$ cat src/rtl/pipe_stage_buf.sv
// Two-entry skid-buffered pipeline register with flush-to-bubble; optional stats via PIPE_STAGE_STATS_EN.
// Latency: 1 cycle from in_fire to out_valid; full throughput of one word per cycle.
// Backpressure: in_ready comes only from registered state, so out_ready has no combinational path to in_ready.
module pipe_stage_buf #(
    parameter int                CTRL_W      = 20,
    parameter int                DATA_W      = 128,
    parameter logic [CTRL_W-1:0] CTRL_BUBBLE = '0
) (
    input  logic              clk,
    input  logic              reset,
    input  logic              flush,
    input  logic              in_valid,
    output logic              in_ready,
    input  logic [CTRL_W-1:0] in_ctrl,
    input  logic [DATA_W-1:0] in_data,
    output logic              out_valid,
    input  logic              out_ready,
    output logic [CTRL_W-1:0] out_ctrl,
    output logic [DATA_W-1:0] out_data
`ifdef PIPE_STAGE_STATS_EN
    ,
    output logic [31:0]       stall_cnt,
    output logic [31:0]       flush_cnt
`endif
);

    typedef enum logic [1:0] {
        EMPTY = 2'd0,
        ONE   = 2'd1,
        FULL  = 2'd2
    } state_t;

    state_t            state;
    logic              in_ready_q;
    logic              out_valid_q;
    logic [CTRL_W-1:0] main_ctrl;
    logic [DATA_W-1:0] main_data;
    logic [CTRL_W-1:0] skid_ctrl;
    logic [DATA_W-1:0] skid_data;
    logic              in_fire;
    logic              out_fire;

    assign in_fire   = in_valid & in_ready_q;
    assign out_fire  = out_valid_q & out_ready;
    assign in_ready  = in_ready_q;
    assign out_valid = out_valid_q;
    assign out_ctrl  = main_ctrl;
    assign out_data  = main_data;

    always_ff @(posedge clk) begin
        if (!reset) begin
            state       <= EMPTY;
            in_ready_q  <= 1'b1;
            out_valid_q <= 1'b0;
            main_ctrl   <= CTRL_BUBBLE;
            main_data   <= '0;
            skid_ctrl   <= '0;
            skid_data   <= '0;
        end else if (flush) begin
            // Data field is left alone; only the control field is forced to a bubble.
            state       <= EMPTY;
            in_ready_q  <= 1'b1;
            out_valid_q <= 1'b0;
            main_ctrl   <= CTRL_BUBBLE;
        end else begin
            case (state)
                EMPTY: begin
                    if (in_fire) begin
                        state       <= ONE;
                        out_valid_q <= 1'b1;
                        main_ctrl   <= in_ctrl;
                        main_data   <= in_data;
                    end
                end
                ONE: begin
                    if (in_fire && out_fire) begin
                        main_ctrl <= in_ctrl;
                        main_data <= in_data;
                    end else if (in_fire) begin
                        state      <= FULL;
                        in_ready_q <= 1'b0;
                        skid_ctrl  <= in_ctrl;
                        skid_data  <= in_data;
                    end else if (out_fire) begin
                        state       <= EMPTY;
                        out_valid_q <= 1'b0;
                        main_ctrl   <= CTRL_BUBBLE;
                    end
                end
                FULL: begin
                    if (out_fire) begin
                        state      <= ONE;
                        in_ready_q <= 1'b1;
                        main_ctrl  <= skid_ctrl;
                        main_data  <= skid_data;
                    end
                end
                default: begin
                    // Unreachable encoding: fall back to a clean empty buffer.
                    state       <= EMPTY;
                    in_ready_q  <= 1'b1;
                    out_valid_q <= 1'b0;
                    main_ctrl   <= CTRL_BUBBLE;
                end
            endcase
        end
    end

`ifdef PIPE_STAGE_STATS_EN
    always_ff @(posedge clk) begin
        if (!reset) begin
            stall_cnt <= '0;
            flush_cnt <= '0;
        end else begin
            if (out_valid_q && !out_ready && (stall_cnt != 32'hFFFF_FFFF))
                stall_cnt <= stall_cnt + 32'd1;
            if (flush && (state != EMPTY) && (flush_cnt != 32'hFFFF_FFFF))
                flush_cnt <= flush_cnt + 32'd1;
        end
    end
`endif

endmodule

$ cat config.mk
export PLATFORM = sky130hd
export DESIGN_NAME = pipe_stage_buf
export DESIGN_NICKNAME = d
export VERILOG_FILES = /design/src/rtl/pipe_stage_buf.sv
export SDC_FILE = /design/constraint.sdc
export NUM_CORES = 1
export LEC_CHECK = 0
export ABC_AREA = 1
export ABC_CLOCK_PERIOD_IN_PS = 3800
export CAP_MARGIN = 20
export CORE_AREA = 2 2 164 166
export CTS_CLUSTER_DIAMETER = 200
export DETAILED_ROUTE_END_ITERATION = 16
export DIE_AREA = 0 0 166 168
export GPL_ROUTABILITY_DRIVEN = 0
export PLACE_DENSITY = 0.81
export SYNTH_ARGS = -nofsm -noshare
export SYNTH_HDL_FRONTEND = slang
export SYNTH_SLANG_ARGS = --single-unit
$ cat constraint.sdc
create_clock -name clk -period 3.8 [get_ports clk]
set_clock_uncertainty 0.2 [all_clocks]
set_input_delay 1.14 -clock clk [delete_from_list [all_inputs] [get_ports clk]]
set_output_delay 1.14 -clock clk [all_outputs]
set_load 0.02 [all_outputs]
* Word-level counts from Yosys, hierarchy flattened
Cells that the tools add are included.
** Operators by class
- Equality and inequality tests :: 12
- Multiplexer cells :: 25
- Bitwise gates (word level) :: 7
- Reductions and logical operators :: 10
** Operators by type and width (count)
- $mux 128 :: 3
- $pmux 128 s3 :: 1
- $mux 20 :: 5
- $pmux 20 s3 :: 1
- $reduce_and 4->1 :: 4
- $ne 2x2->1 const B :: 7
- $mux 2 :: 5
- $reduce_and 5->1 :: 2
- $ne 3x3->1 const B :: 3
- $mux 1 :: 7
- $pmux 1 s3 :: 2
- $pmux 2 s3 :: 1
- $not 1->1 :: 5
- $reduce_bool 3->1 :: 1
- $and 1x1->1 :: 2
- $eq 2x1->1 const B :: 1
- $eq 2x2->1 const B :: 1
- $logic_not 2->1 :: 1
- $reduce_or 2->1 :: 1
- $logic_and 1x1->1 :: 1
** Word-level totals
- Flip-flop bits (word level) :: 300
- Input port bits :: 153
- Output and inout bits :: 150
- Logic and storage cells :: 61

* Logic depth before layout (Yosys ltp)
Gate-level depths: netlist (run 1).
- Depth after elaboration :: 5
- Mapped depth :: 11
- Mapped depth without buffers :: 9

* Worst setup path before layout (run 1)
Ideal clock, no wire load.
- Path kind :: input port to flip-flop
- Start :: input out_ready
- End :: register skid_ctrl[17]
- Setup time :: 65 ps
- Data arrival time :: 2135 ps
- Setup slack :: 1400 ps
- Cell stages on the path :: 9
- Cell sequence :: nand2_1 -> inv_1 -> nor2_1 -> nand2_2 -> inv_2 -> buf_4 -> buf_2 -> nor2_1 -> nor2_1
** On the way
- Longest elaborated chain between the ends :: 4
** Ends and longest elaborated chain
- start, declared :: line 17 : input logic out_ready,
- $and 1x1->1 :: line 44 : assign out_fire = out_valid_q & out_ready;
- $logic_and 1x1->1 :: line 76 : if (in_fire && out_fire) begin
- $not 1->1 (no source line)
- $reduce_and 4->1 (no source line)
- end signal, assigned :: line 82 : skid_ctrl <= in_ctrl;
- end, declared :: line 38 : logic [CTRL_W-1:0] skid_ctrl;
Every way passes these cells.
A chain may end at the register's enable or synchronous reset.

* Worst setup path in the final report (run 1)
- Start :: register in_ready_q (netlist: in_ready)
- End :: output in_ready
** RTL lines
- start, declared :: line 34 : logic in_ready_q;
- start signal, assigned :: line 53 : in_ready_q <= 1'b1;
- start signal, assigned :: line 62 : in_ready_q <= 1'b1;
- start signal, assigned :: line 81 : in_ready_q <= 1'b0;
- end, declared :: line 13 : output logic in_ready,
No word-level cell between the ends.

==> qor.yml, run 1 <==
outcome: "completed"
cp.required_ns: 2.46
cp.arrival_ns: 1.57
avgSynthCellArea_sq_um: 6.45
synth_top_cell_area_share: 0.449
critical_path_class: "reg -> out"
drv_cap: 0
regToRegSetupSlack_ns: 1.32
p_per_area_nw_per_um2: 450
comb_power_share: 0.167
reg2reg_from: "state[1]"
netlist_area_sq_um: 13400
firstDrtPassIters: 5
numClockSinks: 300
cpMaxStageDelayCell: "clkdlybuf4s50_1"
h-tree-depth: 1
cp-start-kind: "flip-flop"
initial_core_util: 0.508
clkPwrFrac: 0.400
grt_usage: 0.253
synthTopCellsByCount: "556 x nand2_1, 511 x nor2_1, 300 x dfxtp_1, 173 x nand3_1, 172 x o21ai_0"
cts_resized: 0
cts_made_buffers: 31
area_growth_pct: 30.8
core_area_sq_um: 26400
numPortBuffers: 302
critPathCaptureType: "primary output"
ys_ff_latch: 300
yosysTopAreaCell: "dfxtp_1"
yosys_warnings: 0
slowest_delay_ns: 0.63
wire_per_inst_um: 13.9
dieArea_sq_um: 27900
relSlewSlack: 0.373
fmax_mhz: 344
final_util: 0.664
clock_latency_ns: 0.55
final.period_utilization: 0.766
clk_pin_slew_worst_paths_ns: 0.06
slew_viol_final: 0
grt_pass1_wl_mm: 59.9
cp_top_family: "buffers and inverters"
p_sw_w: 0.00207
dr_total_vias: 13400
cts_root_buf: "clkbuf_16"
synth-edff-count: 0
overflow: 0
synth_nets: 2228
layout-drive-gt1-share: 0.0381
worstHoldEndpoint: "skid_data[104]"
fin_setup_tns_ns: 0
grt_pass1_vias: 12100
grt_max_degree: 150
viasPerCell: 5.07
cts_tree: "built"
p_seq_frac: 0.433
post_cts_buffers: 0
rows: 60
dp_hpwl_mm: 23.3
drcViolationCount: 0
fp.dieH_um: 168
leakage_nw: 7.78
antenna_found_initial: 0
path_buf_inv: 1
synthFlopType: "dfxtp_1"
worstHoldStart: "skid_data[104]"
final-setup-viol-count: 0
synthCells: 2075
wirelength_mm: 36.7
yosys-top-cells-area: "dfxtp_1 45%, nand2_1 16%, nor2_1 14%"
cts_buffer_depth: 3
postRouteAntennaNets: 0
seq_area_frac_synth: 0.449
finalCriticalPeriod_ns: 2.91
ir_drop_mv: 0.378
ios: 303
rsz0062_at_grt: "no"
ctsHoldBuffers: 0
finalHoldViolations: 0
r2r_cells: 9
die_w_um: 166
min_path_cells: 2
sw_frac_of_total: 0.262
async_flop_share: 0
r2r-end: "out_data[70]"
drt-initial-drc-count: 1114
hold_path.class: "reg -> reg"
synthDistinctLibCells: 22
internal-power_w: 0.00581
tightest_slew_ns: 0.940
fin_nets: 2438
crit_path_cell_trace: "clkdlybuf4s50_1"
yosysMostFrequentCell: "nand2_1"
critPathMaxFanout: 4
## logic make-up (layout without fill, tap and decap cells)
logic type / Yosys count / count (layout) / synth area share
buf+inv: 306 / 540 / 0.0986
other cells: 0 / 1 / 0
flops: 300 / 300 / 0.449
simple gates: 1251 / 1251 / 0.371
compound gates: 218 / 218 / 0.0818
## power groups by stage
stage	logic [W]	registers (W)	clock network, W
floorplan	0.000594	0.00362	0
global placement	0.00129	0.00347	0
detailed placement	0.00131	0.00348	0
CTS	0.00132	0.00341	0.00321
global route	0.00145	0.00343	0.00333
finish	0.00131	0.00341	0.00316
## per-layer routing
metal	global-route usage	routed length (um)	vias up
li1	-	-	6798
met1	0.332	16000	6087
met2	0.419	16700	484
met3	0.0527	2830	80
met4	0.0836	1210	0
met5	0	0	-
## per-stage QoR
stage / hold slack, ns / setup slack, ns / area (sq um) / instances / total power (W)
after floorplan: 0.225 / 1.40 / 13400 / 2075 / 0.00421
after global placement: 0.234 / 0.474 / 16400 / 2593 / 0.00476
after detailed placement: 0.243 / 0.412 / 16400 / 2593 / 0.00479
after CTS: 0.252 / 0.864 / 17500 / 2650 / 0.00794
after global routing: 0.266 / 0.824 / 17500 / 2650 / 0.00820
final: 0.247 / 0.890 / 17500 / 2651 / 0.00788
## registers in the layout, summed over array words and instances, names as in the netlist
signal and count:
in_ready 1, out_ctrl 20, out_data 128, out_valid 1, skid_ctrl 20, skid_data 128, state 2
## cell type report
| class | count | area (sq um) |
|---|---|---|
| clock inverter | 10 | 130 |
| sequential | 300 | 6010 |
| fill | 2277 | 8850 |
| clock buffer | 47 | 946 |
| timing repair buffer | 322 | 3310 |
| tap | 341 | 427 |
| inverter | 161 | 612 |
| antenna | 1 | 2.50 |
| multi-input combinational | 1469 | 6070 |
## placed cells by master (no fill, tap or decap), drive strengths merged
master,instances
bufinv,3
nor2,515
nand3,174
dfxtp,300
buf,21
clkinvlp,2
diode,1
o21ai,172
nor3,1
clkinv,5
nand4,1
o211ai,1
inv,161
clkdlybuf4s50,301
clkbuf,47
nand2,560
a21oi,45
## worst max path at each step
stage,startpoint,to,slack (ns),depth (start not counted)
2_1_floorplan,out_ready,skid_ctrl[17],1.40,9
6_report,in_ready,in_ready,0.89,1
3_5_place_dp,in_valid,skid_data[101],0.41,8
4_1_cts,out_data[88],out_data[88],0.86,1
5_1_grt,in_valid,skid_data[101],0.82,8
3_3_place_gp,in_valid,skid_data[102],0.47,8
(Power assumes the default switching activity.)
==> run 2: changes to the inputs <==
- ABC_CLOCK_PERIOD_IN_PS: 3800 -> 2900
- CORE_AREA: 2 2 164 166 -> 2 2 165 167
- DIE_AREA: 0 0 166 168 -> 0 0 167 169
- PLACE_DENSITY: 0.81 -> 0.8
- clock period: 3.8 -> 2.9 ns (I/O delays scaled with it)
==> run 2 against run 1 <==
Against the previous run: sequential share of layout area decreased by 0.36 points; count of clock-buffer cells in the layout stayed put; sequential power rose by 31%; utilization is 0.33 points higher; critical path type unchanged; highest routed layer is now met5; cell count is 0.60% higher.
==> qor.yml, run 2 (same netlist as run 1, synthesis figures left out) <==
grt_max_degree: 166  # +11%
reg2reg_from: "state[1]"
slew_viol_final: 0  # unchanged
wirelength_mm: 37.9  # +3.2%
hold_path.class: "reg -> reg"
crit_path_cell_trace: "clkdlybuf4s50_1"
antenna_found_initial: 4  # +4
cp.required_ns: 1.83  # -0.63 ns
tightest_slew_ns: 0.774  # -0.166 ns
r2r_cells: 9  # unchanged
dieArea_sq_um: 28200  # +1.2%
numPortBuffers: 302  # unchanged
finalHoldViolations: 0  # unchanged
fin_nets: 2453  # +0.62%
grt_usage: 0.263  # +0.00973
cpMaxStageDelayCell: "clkdlybuf4s50_1"
ctsHoldBuffers: 0  # unchanged
initial_core_util: 0.505  # -0.00288
grt_pass1_wl_mm: 62.3  # +4.1%
area_growth_pct: 32.2
layout_common_cells: "556 x nand2_1, 511 x nor2_1, 301 x clkdlybuf4s50_1"
total_power_w: 0.0103  # +31%
fmax_mhz: 385
critPathLaunch: "out_data[126]"
cp_top_family: "buffers and inverters"
final-setup-viol-count: 0  # unchanged
r2r-end: "out_data[63]"
final.period_utilization: 0.896
outcome: "completed"
finalCriticalPeriod_ns: 2.60
cp.arrival_ns: 1.53  # -0.04 ns
drcViolationCount: 0  # unchanged
cts_tree: "built"
endpoint: "out_data[126]"
dr_total_vias: 13600  # +1.0%
rsz0062_at_grt: "no"
firstDrtPassIters: 6  # +1
path_buf_inv: 1  # unchanged
leakage_nw: 7.89  # +1.4%
rows: 60  # unchanged
critical_path_class: "reg -> out"
dp_hpwl_mm: 23.6  # +1.5%
cts_resized: 0  # unchanged
numClockSinks: 300  # unchanged
grt_pass1_vias: 12600  # +4.0%
wire_per_inst_um: 14.2  # +2.6%
layout-drive-gt1-share: 0.0439  # +0.00576
die_w_um: 167  # +0.60%
critPathMaxFanout: 2  # -2
cp-start-kind: "flip-flop"
overflow: 0  # unchanged
cp.depth: 1  # unchanged
regToRegSetupSlack_ns: 0.78  # -0.54 ns
ir_drop_mv: 0.409  # +8.1%
ios: 303  # unchanged
cts_made_buffers: 34  # +9.7%
cts_buffer_depth: 3  # unchanged
post_cts_buffers: 0  # unchanged
viasPerCell: 5.09  # +0.39%
critPathCaptureType: "primary output"
min_path_cells: 2  # unchanged
fillers: 2332  # +2.4%
slowest_delay_ns: 0.67  # +0.04 ns
cts_root_buf: "clkbuf_16"
multi_input_area_sq_um: 6070  # unchanged
h-tree-depth: 2  # +1
relSlewSlack: 0.484  # +0.112
core_area_sq_um: 26500  # +0.57%
p_per_area_nw_per_um2: 583  # +29%
ff_latch_area_sq_um: 6010  # unchanged
fp.dieH_um: 169  # +0.60%
drt-initial-drc-count: 1415  # +27%
postRouteAntennaNets: 0  # unchanged
fin_setup_tns_ns: 0  # unchanged
final_common_cell: "nand2_1"
clk_pin_slew_worst_paths_ns: 0.06  # about the same
clock_latency_ns: 0.50  # -0.05 ns
drv_cap: 0  # unchanged
[run 2: cell type report]
type | instances | share of cell area
diodes | 1 | 0.000141
flip-flops and latches | 300 | 0.340
clock buffers | 47 | 0.0549
multi-input cells | 1469 | 0.343
inverters | 161 | 0.0346
well taps | 341 | 0.0241
clock inverters | 14 | 0.00439
repair buffers | 334 | 0.199
[run 2: per-layer routing]
metal  GRT usage  part of all wire
met5           0           0.00071
met4      0.0986             0.032
met3      0.0599             0.082
met2       0.427              0.46
met1       0.344              0.43
[run 2: power breakdown]
part           switching (W)  internal [W]
clock network        0.00171       0.00235
registers           0.000126       0.00435
logic               0.000969      0.000811
[run 2: stage by stage]
stage	setup WS (ns)	instance area, sq um	util	hold WS [ns]	std cells
6_report	0.303	17700	0.667	0.247	2667
5_1_grt	0.232	17700	0.667	0.273	2667
4_1_cts	0.293	17700	0.667	0.250	2666
3_5_place_dp	0.0479	16600	0.628	0.241	2605
3_3_place_gp	0.138	16600	0.628	0.234	2605
2_1_floorplan	0.770	13400	-	0.225	2075
[run 2: how the worst min path moves through the flow]
stage              startpoint        endpoint  slack (ns)
2_1_floorplan  skid_data[110]  skid_data[110]        0.22
3_3_place_gp   skid_data[116]  skid_data[116]        0.23
3_5_place_dp   skid_data[107]  skid_data[107]        0.24
4_1_cts        skid_data[119]  skid_data[119]        0.25
5_1_grt        skid_data[119]  skid_data[119]        0.27
6_report       skid_data[107]  skid_data[107]        0.25
[run 2: worst register-to-register path: cells and delay by family, from the launching register on]
family	cells	cell delay (ns)
buf+inv	3	0.71
simple gates	6	0.65
flops	1	0.50
==> run 3: changes to the inputs <==
- CAP_MARGIN: 20 -> 40
==> results of run 3 <==
No change in the layout: final DEF, timing and power equal those of run 2.
